File: src/rtl/multicycle_alu_if.sv
// multicycle_alu_if: request/response bundle between the EX-stage issue
// logic (master) and the iterative multiply/divide unit (slave).
interface multicycle_alu_if #(
   parameter int DATA_W = 16,
   parameter int RD_W   = 4
);
   logic              start;
   logic [1:0]        op;
   logic [DATA_W-1:0] operand_a;
   logic [DATA_W-1:0] operand_b;
   logic [RD_W-1:0]   rd_in;
   logic              flush;
   logic [DATA_W-1:0] result;
   logic [RD_W-1:0]   result_rd;
   logic [RD_W-1:0]   busy_rd;
   logic [1:0]        alu_status;

   modport master (
      output start, op, operand_a, operand_b, rd_in, flush,
      input  result, result_rd, busy_rd, alu_status
   );

   modport slave (
      input  start, op, operand_a, operand_b, rd_in, flush,
      output result, result_rd, busy_rd, alu_status
   );
endinterface

File: src/rtl/multicycle_alu.sv
// multicycle_alu: iterative unsigned MUL / MULH / DIV / REM beside the
// single-cycle ALU. alu_status is the FSM state itself (00 IDLE, 01 DONE,
// 10 BUSY_MUL, 11 BUSY_DIV); anything above 01 stalls the front end.
// Optional build macro MALU_RADIX4_EN: retire two bits per busy cycle
// (DATA_W/2 busy cycles, DATA_W must be even). Default build is radix-2.
module multicycle_alu #(
   parameter int DATA_W = 16,
   parameter int RD_W   = 4
) (
   input  logic            clk,
   input  logic            rst,
   multicycle_alu_if.slave bus
);
   localparam logic [1:0] ST_IDLE = 2'b00;
   localparam logic [1:0] ST_DONE = 2'b01;
   localparam logic [1:0] ST_MUL  = 2'b10;
   localparam logic [1:0] ST_DIV  = 2'b11;

   // one extra counter bit so the terminal compare never sees a wrapped value
   localparam int CNT_W = $clog2(DATA_W) + 1;
`ifdef MALU_RADIX4_EN
   localparam int STEPS = DATA_W / 2;
`else
   localparam int STEPS = DATA_W;
`endif
   localparam logic [CNT_W-1:0]  CNT_LAST = CNT_W'(STEPS - 1);
   localparam logic [CNT_W-1:0]  CNT_ONE  = {{(CNT_W-1){1'b0}}, 1'b1};
   localparam logic [CNT_W-1:0]  CNT_ZERO = {CNT_W{1'b0}};
   localparam logic [DATA_W-1:0] ZERO_W   = {DATA_W{1'b0}};
   localparam logic [DATA_W-1:0] ONES_W   = {DATA_W{1'b1}};
   localparam logic [RD_W-1:0]   ZERO_RD  = {RD_W{1'b0}};

   // one restoring-division step: shift in the next dividend bit, subtract
   // the divisor when it fits; returns {remainder, quotient/dividend}
   function automatic logic [2*DATA_W-1:0] div_bit(
      input logic [DATA_W-1:0] r,
      input logic [DATA_W-1:0] q,
      input logic [DATA_W-1:0] d
   );
      logic [DATA_W:0] shifted;
      logic [DATA_W:0] diff;
      shifted = {r, q[DATA_W-1]};
      diff    = shifted - {1'b0, d};
      if (diff[DATA_W]) begin
         return {shifted[DATA_W-1:0], q[DATA_W-2:0], 1'b0};
      end else begin
         return {diff[DATA_W-1:0], q[DATA_W-2:0], 1'b1};
      end
   endfunction

`ifdef MALU_RADIX4_EN
   // two multiplier bits per step: add 0, A, 2A or 3A then shift by two
   function automatic logic [2*DATA_W-1:0] mul_iter(
      input logic [2*DATA_W-1:0] p,
      input logic [DATA_W-1:0]   a,
      input logic [DATA_W+1:0]   a3
   );
      logic [DATA_W+1:0] addend;
      logic [DATA_W+1:0] sum;
      case (p[1:0])
         2'b00:   addend = {(DATA_W+2){1'b0}};
         2'b01:   addend = {2'b00, a};
         2'b10:   addend = {1'b0, a, 1'b0};
         2'b11:   addend = a3;
         default: addend = {(DATA_W+2){1'b0}};
      endcase
      sum = {2'b00, p[2*DATA_W-1:DATA_W]} + addend;
      return {sum, p[DATA_W-1:2]};
   endfunction

   // two chained restoring steps
   function automatic logic [2*DATA_W-1:0] div_iter(
      input logic [DATA_W-1:0] r,
      input logic [DATA_W-1:0] q,
      input logic [DATA_W-1:0] d
   );
      logic [2*DATA_W-1:0] first;
      first = div_bit(r, q, d);
      return div_bit(first[2*DATA_W-1:DATA_W], first[DATA_W-1:0], d);
   endfunction
`else
   // one multiplier bit per step: conditionally add A then shift by one
   function automatic logic [2*DATA_W-1:0] mul_iter(
      input logic [2*DATA_W-1:0] p,
      input logic [DATA_W-1:0]   a
   );
      logic [DATA_W:0] sum;
      sum = {1'b0, p[2*DATA_W-1:DATA_W]} + (p[0] ? {1'b0, a} : {(DATA_W+1){1'b0}});
      return {sum, p[DATA_W-1:1]};
   endfunction

   function automatic logic [2*DATA_W-1:0] div_iter(
      input logic [DATA_W-1:0] r,
      input logic [DATA_W-1:0] q,
      input logic [DATA_W-1:0] d
   );
      return div_bit(r, q, d);
   endfunction
`endif

   logic [1:0]          state,     state_n;
   logic [CNT_W-1:0]    cnt,       cnt_n;
   logic [2*DATA_W-1:0] prod,      prod_n;
   logic [DATA_W-1:0]   rem,       rem_n;
   logic [DATA_W-1:0]   quo,       quo_n;
   logic [DATA_W-1:0]   mcand,     mcand_n;
   logic [DATA_W-1:0]   divisor,   divisor_n;
   logic                hi_sel,    hi_sel_n;
   logic [RD_W-1:0]     rd_q,      rd_n;
   logic [DATA_W-1:0]   result_q,  result_n;
   logic [RD_W-1:0]     result_rd_q, result_rd_n;
   logic [RD_W-1:0]     busy_rd_q,   busy_rd_n;
   logic [2*DATA_W-1:0] mul_next;
   logic [2*DATA_W-1:0] div_next;
`ifdef MALU_RADIX4_EN
   logic [DATA_W+1:0]   mcand3,    mcand3_n;

   assign mul_next = mul_iter(prod, mcand, mcand3);
`else
   assign mul_next = mul_iter(prod, mcand);
`endif
   assign div_next = div_iter(rem, quo, divisor);

   // Next-state, datapath and output-register decode; flush overrides all
   always_comb begin
      state_n   = state;
      cnt_n     = cnt;
      prod_n    = prod;
      rem_n     = rem;
      quo_n     = quo;
      mcand_n   = mcand;
      divisor_n = divisor;
      hi_sel_n  = hi_sel;
      rd_n      = rd_q;
      result_n  = result_q;
`ifdef MALU_RADIX4_EN
      mcand3_n  = mcand3;
`endif
      case (state)
         ST_IDLE, ST_DONE: begin
            if (bus.start) begin
               hi_sel_n = bus.op[0];
               rd_n     = bus.rd_in;
               cnt_n    = CNT_ZERO;
               if (!bus.op[1]) begin
                  state_n = ST_MUL;
                  mcand_n = bus.operand_a;
                  prod_n  = {ZERO_W, bus.operand_b};
`ifdef MALU_RADIX4_EN
                  mcand3_n = {2'b00, bus.operand_a} + {1'b0, bus.operand_a, 1'b0};
`endif
               end else if (bus.operand_b != ZERO_W) begin
                  state_n   = ST_DIV;
                  divisor_n = bus.operand_b;
                  rem_n     = ZERO_W;
                  quo_n     = bus.operand_a;
               end else begin
                  // divide by zero: answer immediately, no busy period
                  state_n  = ST_DONE;
                  result_n = bus.op[0] ? bus.operand_a : ONES_W;
               end
            end else begin
               state_n = ST_IDLE;
            end
         end
         ST_MUL: begin
            prod_n = mul_next;
            if (cnt == CNT_LAST) begin
               state_n  = ST_DONE;
               cnt_n    = CNT_ZERO;
               result_n = hi_sel ? mul_next[2*DATA_W-1:DATA_W] : mul_next[DATA_W-1:0];
            end else begin
               cnt_n = cnt + CNT_ONE;
            end
         end
         ST_DIV: begin
            rem_n = div_next[2*DATA_W-1:DATA_W];
            quo_n = div_next[DATA_W-1:0];
            if (cnt == CNT_LAST) begin
               state_n  = ST_DONE;
               cnt_n    = CNT_ZERO;
               result_n = hi_sel ? div_next[2*DATA_W-1:DATA_W] : div_next[DATA_W-1:0];
            end else begin
               cnt_n = cnt + CNT_ONE;
            end
         end
         default: begin
            state_n = ST_IDLE;
         end
      endcase

      if (bus.flush) begin
         state_n  = ST_IDLE;
         result_n = result_q;
      end else begin
         state_n = state_n;
      end

      busy_rd_n   = state_n[1] ? rd_n : ZERO_RD;
      result_rd_n = (state_n == ST_DONE) ? rd_n : ZERO_RD;
   end

   // State, datapath and registered outputs; rst clears everything at once
   always_ff @(posedge clk or posedge rst) begin
      if (rst) begin
         state       <= ST_IDLE;
         cnt         <= CNT_ZERO;
         prod        <= {2{ZERO_W}};
         rem         <= ZERO_W;
         quo         <= ZERO_W;
         mcand       <= ZERO_W;
         divisor     <= ZERO_W;
         hi_sel      <= 1'b0;
         rd_q        <= ZERO_RD;
         result_q    <= ZERO_W;
         result_rd_q <= ZERO_RD;
         busy_rd_q   <= ZERO_RD;
`ifdef MALU_RADIX4_EN
         mcand3      <= {(DATA_W+2){1'b0}};
`endif
      end else begin
         state       <= state_n;
         cnt         <= cnt_n;
         prod        <= prod_n;
         rem         <= rem_n;
         quo         <= quo_n;
         mcand       <= mcand_n;
         divisor     <= divisor_n;
         hi_sel      <= hi_sel_n;
         rd_q        <= rd_n;
         result_q    <= result_n;
         result_rd_q <= result_rd_n;
         busy_rd_q   <= busy_rd_n;
`ifdef MALU_RADIX4_EN
         mcand3      <= mcand3_n;
`endif
      end
   end

   assign bus.alu_status = state;
   assign bus.result     = result_q;
   assign bus.result_rd  = result_rd_q;
   assign bus.busy_rd    = busy_rd_q;
endmodule
File: src/flat_wrapper.sv
// flat-port wrapper written by rule: the top's interface ports become plain ports
module multicycle_alu_flat 
#(
   parameter int DATA_W = 16,
   parameter int RD_W   = 4
)
  (clk, rst, bus_start, bus_op, bus_operand_a, bus_operand_b, bus_rd_in, bus_flush, bus_result, bus_result_rd, bus_busy_rd, bus_alu_status);
  multicycle_alu_if #(.DATA_W(DATA_W), .RD_W(RD_W)) bus_i ();
  input  logic clk;
  input  logic rst;
  input wire logic [$bits(bus_i.start)-1:0] bus_start;
  input wire logic [$bits(bus_i.op)-1:0] bus_op;
  input wire logic [$bits(bus_i.operand_a)-1:0] bus_operand_a;
  input wire logic [$bits(bus_i.operand_b)-1:0] bus_operand_b;
  input wire logic [$bits(bus_i.rd_in)-1:0] bus_rd_in;
  input wire logic [$bits(bus_i.flush)-1:0] bus_flush;
  output wire logic [$bits(bus_i.result)-1:0] bus_result;
  output wire logic [$bits(bus_i.result_rd)-1:0] bus_result_rd;
  output wire logic [$bits(bus_i.busy_rd)-1:0] bus_busy_rd;
  output wire logic [$bits(bus_i.alu_status)-1:0] bus_alu_status;
  assign bus_i.start = bus_start;
  assign bus_i.op = bus_op;
  assign bus_i.operand_a = bus_operand_a;
  assign bus_i.operand_b = bus_operand_b;
  assign bus_i.rd_in = bus_rd_in;
  assign bus_i.flush = bus_flush;
  assign bus_result = bus_i.result;
  assign bus_result_rd = bus_i.result_rd;
  assign bus_busy_rd = bus_i.busy_rd;
  assign bus_alu_status = bus_i.alu_status;
  multicycle_alu #(.DATA_W(DATA_W), .RD_W(RD_W)) u_core (.clk(clk), .rst(rst), .bus(bus_i));
endmodule
File: config.mk
export PLATFORM = sky130hd
export DESIGN_NAME = multicycle_alu_flat
export DESIGN_NICKNAME = d
export VERILOG_FILES = /design/src/rtl/multicycle_alu_if.sv /design/src/rtl/multicycle_alu.sv /design/src/flat_wrapper.sv
export SDC_FILE = /design/constraint.sdc
export NUM_CORES = 1
export LEC_CHECK = 0
export CAP_MARGIN = 20
export CORE_ASPECT_RATIO = 1.25
export CORE_MARGIN = 2
export CORE_UTILIZATION = 51
export CTS_CLUSTER_DIAMETER = 120
export DETAILED_ROUTE_END_ITERATION = 8
export PLACE_DENSITY = 0.75
export SLEW_MARGIN = 20
export SYNTH_ARGS = -nofsm -noshare
export SYNTH_HDL_FRONTEND = slang
export SYNTH_SLANG_ARGS = --single-unit
export TNS_END_PERCENT = 1
File: constraint.sdc
create_clock -name clk -period 5.3 [get_ports clk]
set_input_delay 1.06 -clock clk [delete_from_list [all_inputs] [get_ports clk]]
set_output_delay 1.06 -clock clk [all_outputs]
set_load 0.005 [all_outputs]
==> flow_summary.json, run 1 <==
{
  "outcome": "finished with violations",
  "violations": "design-rule violations",
  "cts_hold_buf": 0,
  "core_sq_um": 14500,
  "cts_max_level": 4,
  "antenna_found_initial": 0,
  "cts_setup_buffers": 0,
  "fin_crit_sh": 0.717,
  "yosysSeqAreaShare": 0.435,
  "drt_wl_total_um": 20300,
  "drv_cap": 0,
  "crit_top_cell": "o21ai_0",
  "seq_area_sq_um": 3300,
  "netlist_area_sq_um": 7600,
  "hpwlAfterDp_um": 14600,
  "vias": 6264,
  "cp.arrival_ps": 4100,
  "rsz0062_at_grt": "no",
  "yosysTopAreaCellShare": 0.435,
  "post_drt_wl_per_cell_um": 19.4,
  "start_util": 0.525,
  "drc": 4,
  "dieWidth_um": 113,
  "fp-row-count": 49,
  "postLayoutCellArea_sq_um": 8950,
  "holdWs_ps": 491,
  "max_slew_margin": 0.356,
  "vias_per_cell": 5.99,
  "powerDensity_nw_per_um2": 384,
  "vdd_drop_max_mv": 0.219,
  "syn_nets": 880,
  "io_buffers": 67,
  "path_clk_slew_ps": 60,
  "place_area_sq_um": 8410,
  "place.gp.congestion": 0.955,
  "grt_util_all_layers": 0.266,
  "dieArea_sq_um": 15900,
  "die_h_um": 140,
  "synthTopCellsByArea": "dfrtp_1, ha_1, mux2_2",
  "synth_cell_type_count": 59,
  "grt_max_degree": 106,
  "hold_violations": 0,
  "yosysTopAreaCell": "dfrtp_1",
  "path_cells": "clkdlybuf4s50_1, nor4_1, nand4_1, o31ai_1, nand2b_1, or3_1, o21ai_0, a211o_1, o21ai_0",
  "fin_skew_ps": 6.59,
  "synth_common_cells": "dfrtp_1, nand2_1, nor2_1",
  "synth_seq_cells": 132,
  "cts_tree": "built",
  "drtIter0Drc": 471,
  "critPathMaxStageDelay_ps": 600,
  "clk_path_buf_depth": 2,
  "diodes": 0,
  "first_pass_iters": 7,
  "slowest_stage": "nor4_1",
  "place_worst_setup_slack_ps": 1150,
  "worstSetupPathType": "input pin to flop",
  "multiInputGateArea_sq_um": 4000,
  "worst_setup_path_start_kind": "input pin",
  "drtAntennaViolNets": 0,
  "yosysMostFrequentCell": "dfrtp_1",
  "min_path_type": "flop to flop",
  "ios": 68,
  "min_period_ps": 3800,
  "path_max_fanout": 22,
  "cts_resized": 0,
  "setup-tns-final_ps": 0,
  "synth_edf_count": 0,
  "drv_slew": 0,
  "fmax_mhz": 263,
  "cts.sinks": 132,
  "p_leak_nw": 4.03,
  "nets": 931,
  "clk_latency_ps": 420,
  "worst_pin_slew_ps": 966,
  "syn_inst": 803,
  "grt_pass1_vias": 6239,
  "async_flop_share": 1.00,
  "ys.warnings.count": 0,
  "grt_pass1_wl_um": 33100,
  "setup_ws_ps": 1500,
  "drive_above_1_share": 0.0969,
  "synth_ff_type": "dfrtp_1",
  "cts_root_buf": "clkbuf_16",
  "post_synth.cell_area_avg_sq_um": 9.47,
  "final-setup-viol-count": 0,
  "n_fill_cell": 1199,
  "cts_buffers": 17,
  "grt-ovfl-total": 0,
  "postLayoutCoreUtil": 0.619,
  "syn_to_final_growth_pct": 17.8,
  "worstSetupEndpointType": "flop",
  "required_ps": 5600
}
## cell families after synthesis
kind of cell,after synthesis,share of synthesized area
buf+inv,81,0.0407
flops,132,0.435
compound gates,208,0.178
simple gates,244,0.147
fa+ha+maj,35,0.0596
mux,74,0.105
xor+xnor,29,0.0359
## per-layer routing
metal | global-route usage | vias to the layer above | wire (um)
met5 | 0 | - | 0
met4 | 0.0712 | 0 | 360
met3 | 0.0550 | 26 | 1270
met2 | 0.447 | 239 | 10200
met1 | 0.351 | 3029 | 8450
li1 | - | 2970 | -
## cell usage in the layout (no fill, tap or decap), types with 33 or more instances in the layout
| cell type | netlist | routed |
|---|---|---|
| a21oi_1 | 38 | 38 |
| clkdlybuf4s50_1 | 0 | 67 |
| dfrtp_1 | 132 | 132 |
| ha_1 | 33 | 33 |
| inv_1 | 38 | 37 |
| mux2_2 | 36 | 36 |
| mux2i_1 | 37 | 37 |
| nand2_1 | 80 | 80 |
| nor2_1 | 73 | 72 |
| o21ai_0 | 61 | 61 |
## flip-flops by register name, summed over array words and instances, names as in the netlist, 5 cells and up
name / count
u_core.cnt: 5
u_core.prod: 32
u_core.bus.result: 16
u_core.mcand: 16
u_core.rem: 16
u_core.divisor: 16
u_core.quo: 16
## report_power, final
group	switching (mW)	total, mW	internal [mW]	leakage [nW]
clock network	0.452	1.09	0.641	0.259
logic	0.554	0.983	0.429	2.13
registers	0.167	1.36	1.19	1.64
total	1.17	3.43	2.26	4.03
## through the flow
step,std cells,power [mW]
finish,1045,3.43
global route,1045,3.62
CTS,1045,3.43
detailed placement,1013,2.33
global placement,1013,2.31
floorplan,803,2.02
## path summary, 6_finish.rpt
check | from | endpoint | cells past startpoint | slack (ps)
min in group asynchronous | rst | u_core.rem[11] | 2 | 1220
setup reg to reg | u_core.divisor[0] | u_core.bus.result[2] | 10 | 1700
hold / removal | u_core.prod[3] | u_core.prod[2] | 2 | 490
setup / recovery | bus_operand_b[3] | u_core.bus.result[8] | 9 | 1500
max in group asynchronous | rst | u_core.mcand[14] | 3 | 3150
hold reg to reg | u_core.prod[3] | u_core.prod[2] | 2 | 490
## critical path, delay by kind of cell
family,cells,cell delay [ps]
buf+inv,1,440
simple gates,4,1960
compound gates,4,640
## area by class of cell
class,count,area share
tap,178,0.0249
sequential,132,0.369
multi-input combinational,590,0.447
inverter,38,0.0165
timing repair buffer,75,0.0816
clock buffer,19,0.0484
clock inverter,13,0.0124
No activity file was read; power rests on OpenSTA's default activity.
==> run 2: changes to the inputs <==
clock period = 3.62 ns   (was 5.3 ns; I/O delays follow)
==> run 2 against run 1 <==
Against the previous run: critical path depth is 2 higher; first-iteration DRC count is 15% higher; wire length is 1.3% higher; critical endpoint is now u_core.bus.result[2]; combinational power is 49% higher; die area stayed put; clock skew is 1.2 ps higher; the flow still finishes with violations (design-rule violations).
==> flow_summary.json, run 2 (synthesized netlist as in run 1, its figures left out) <==
{
  "outcome": "finished with violations",
  "violations": "design-rule violations",
  "dieArea_sq_um": 15900,
  "start_util": 0.525,
  "dieWidth_um": 113,
  "comb_power_share": 0.280,
  "fin_skew_ps": 7.82,
  "drc": 3,
  "grt-ovfl-total": 0,
  "path_cells": "inv_1, ha_1, fa_1, nand2b_1, a21oi_1, o22ai_2, o31ai_4, xnor2_4, mux2i_1, mux4_2, a21oi_1",
  "min_period_ps": 3310,
  "grt_util_all_layers": 0.273,
  "place_worst_setup_slack_ps": 296,
  "fmax_mhz": 302,
  "cts_resized": 0,
  "reg2regPathDepth": 11,
  "p_int_mw": 3.51,
  "postLayoutCellArea_sq_um": 9150,
  "ios": 68,
  "cts_buffers": 17,
  "core_sq_um": 14500,
  "r2r_setup_slack_ps": 310,
  "setup_ws_ps": 308,
  "drv_cap": 0,
  "stdcell_count": 1059,
  "cts_hold_buf": 0,
  "grt_max_degree": 79,
  "r2r-end": "u_core.bus.result[2]",
  "clk_path_buf_depth": 2,
  "min_path_type": "flop to flop",
  "layout_common_cells": "dfrtp_1, nand2_1, nor2_1",
  "crit_top_cell": "a21oi_1",
  "final-setup-viol-count": 0,
  "critPathMaxStageDelay_ps": 500,
  "cp.arrival_ps": 3670,
  "worstHoldEndpoint": "u_core.prod[2]",
  "final_common_cell": "dfrtp_1",
  "worstHoldPathCells": 2,
  "dp.cells": 1028,
  "place_area_sq_um": 8540,
  "worstSetupEndpointType": "flop",
  "cts_setup_buffers": 0,
  "syn_to_final_growth_pct": 20.3,
  "io_buffers": 67,
  "cts_max_level": 4,
  "hpwlAfterDp_um": 14900,
  "cts_tree": "built",
  "die_h_um": 140,
  "cts.sinks": 132,
  "rsz0062_at_grt": "no",
  "path_max_fanout": 26,
  "seqPwrFrac": 0.378,
  "setup-tns-final_ps": 0,
  "powerDensity_nw_per_um2": 570,
  "drt_wl_total_um": 20600,
  "p_clk_frac": 0.342,
  "worst_pin_slew_ps": 999,
  "slowest_stage": "mux4_2",
  "postLayoutCoreUtil": 0.632,
  "timing.rr.start": "u_core.quo[15]",
  "first_pass_iters": 7,
  "worstSetupPathType": "flop to flop",
  "path_clk_slew_ps": 60,
  "fin_crit_sh": 0.915,
  "swShare": 0.326,
  "drive_above_1_share": 0.114,
  "hold_violations": 0,
  "n_fill_cell": 1185,
  "post_drt_wl_per_cell_um": 19.4,
  "p_sw_mw": 1.70,
  "vdd_drop_max_mv": 0.328,
  "top_register": "u_core.prod",
  "max_slew_margin": 0.334,
  "diodes": 0,
  "vias": 6350,
  "drtIter0Drc": 540,
  "drv_slew": 0,
  "hold_start": "u_core.prod[3]",
  "p_leak_nw": 4.14,
  "fp-row-count": 49,
  "grt_pass1_vias": 6284,
  "grt_pass1_wl_um": 33700,
  "nets": 946,
  "vias_per_cell": 6.00,
  "required_ps": 3970,
  "antenna_found_initial": 0,
  "worst_setup_path_start_kind": "flop",
  "drtAntennaViolNets": 0,
  "largest_register_ff_count": 32,
  "cts_root_buf": "clkbuf_16",
  "place.gp.congestion": 0.967,
  "clk_latency_ps": 430
}
## run 2: area by class of cell
class | instances | area, sq um | share of cell area
Multi-Input combinational cell | 590 | 4000 | 0.438
Tap cell | 178 | 223 | 0.0244
Clock buffer | 21 | 470 | 0.0514
Timing Repair Buffer | 90 | 868 | 0.0949
Clock inverter | 10 | 130 | 0.0142
Sequential cell | 132 | 3300 | 0.361
Inverter | 38 | 146 | 0.0160
## run 2: per-layer routing
| layer | vias to the layer above | GRT usage | wire [um] |
|---|---|---|---|
| met4 | 0 | 0.0950 | 478 |
| met1 | 3111 | 0.368 | 8730 |
| met2 | 209 | 0.436 | 10100 |
| li1 | 2993 | - | - |
| met3 | 37 | 0.0597 | 1280 |
| met5 | - | 0 | 0 |
## run 2: how the worst max path moves through the flow
stage / startpoint / to / slack [ps]
after floorplan: u_core.quo[15] / u_core.bus.result[7] / 780
after global placement: bus_operand_b[0] / u_core.bus.result[12] / 370
after detailed placement: bus_operand_b[0] / u_core.bus.result[12] / 300
after CTS: u_core.divisor[0] / u_core.bus.result[2] / 310
after global routing: u_core.quo[15] / u_core.bus.result[6] / 100
final: u_core.quo[15] / u_core.bus.result[2] / 310
## run 2: through the flow
stage / power, mW / hold slack (ps)
after CTS: 5.21 / 485
after global routing: 5.49 / 514
after floorplan: 2.96 / 450
after detailed placement: 3.42 / 471
final: 5.21 / 484
after global placement: 3.39 / 456
## run 2: critical path: cells and delay by family, from the launching register on
kind / cells / cell delay [ps]
compound gates: 4 / 920
xor+xnor: 1 / 380
fa+ha+maj: 2 / 610
buf+inv: 1 / 60
flops: 1 / 350
mux: 2 / 730
simple gates: 1 / 190
## run 2: power by group through the flow
stage               sequential, mW  clock [mW]  combinational, mW
finish                        1.97        1.78               1.46
global route                  2.01        1.85               1.63
CTS                           1.97        1.79               1.45
detailed placement            1.99           0               1.43
global placement              1.98           0               1.41
floorplan                     1.89           0               1.07
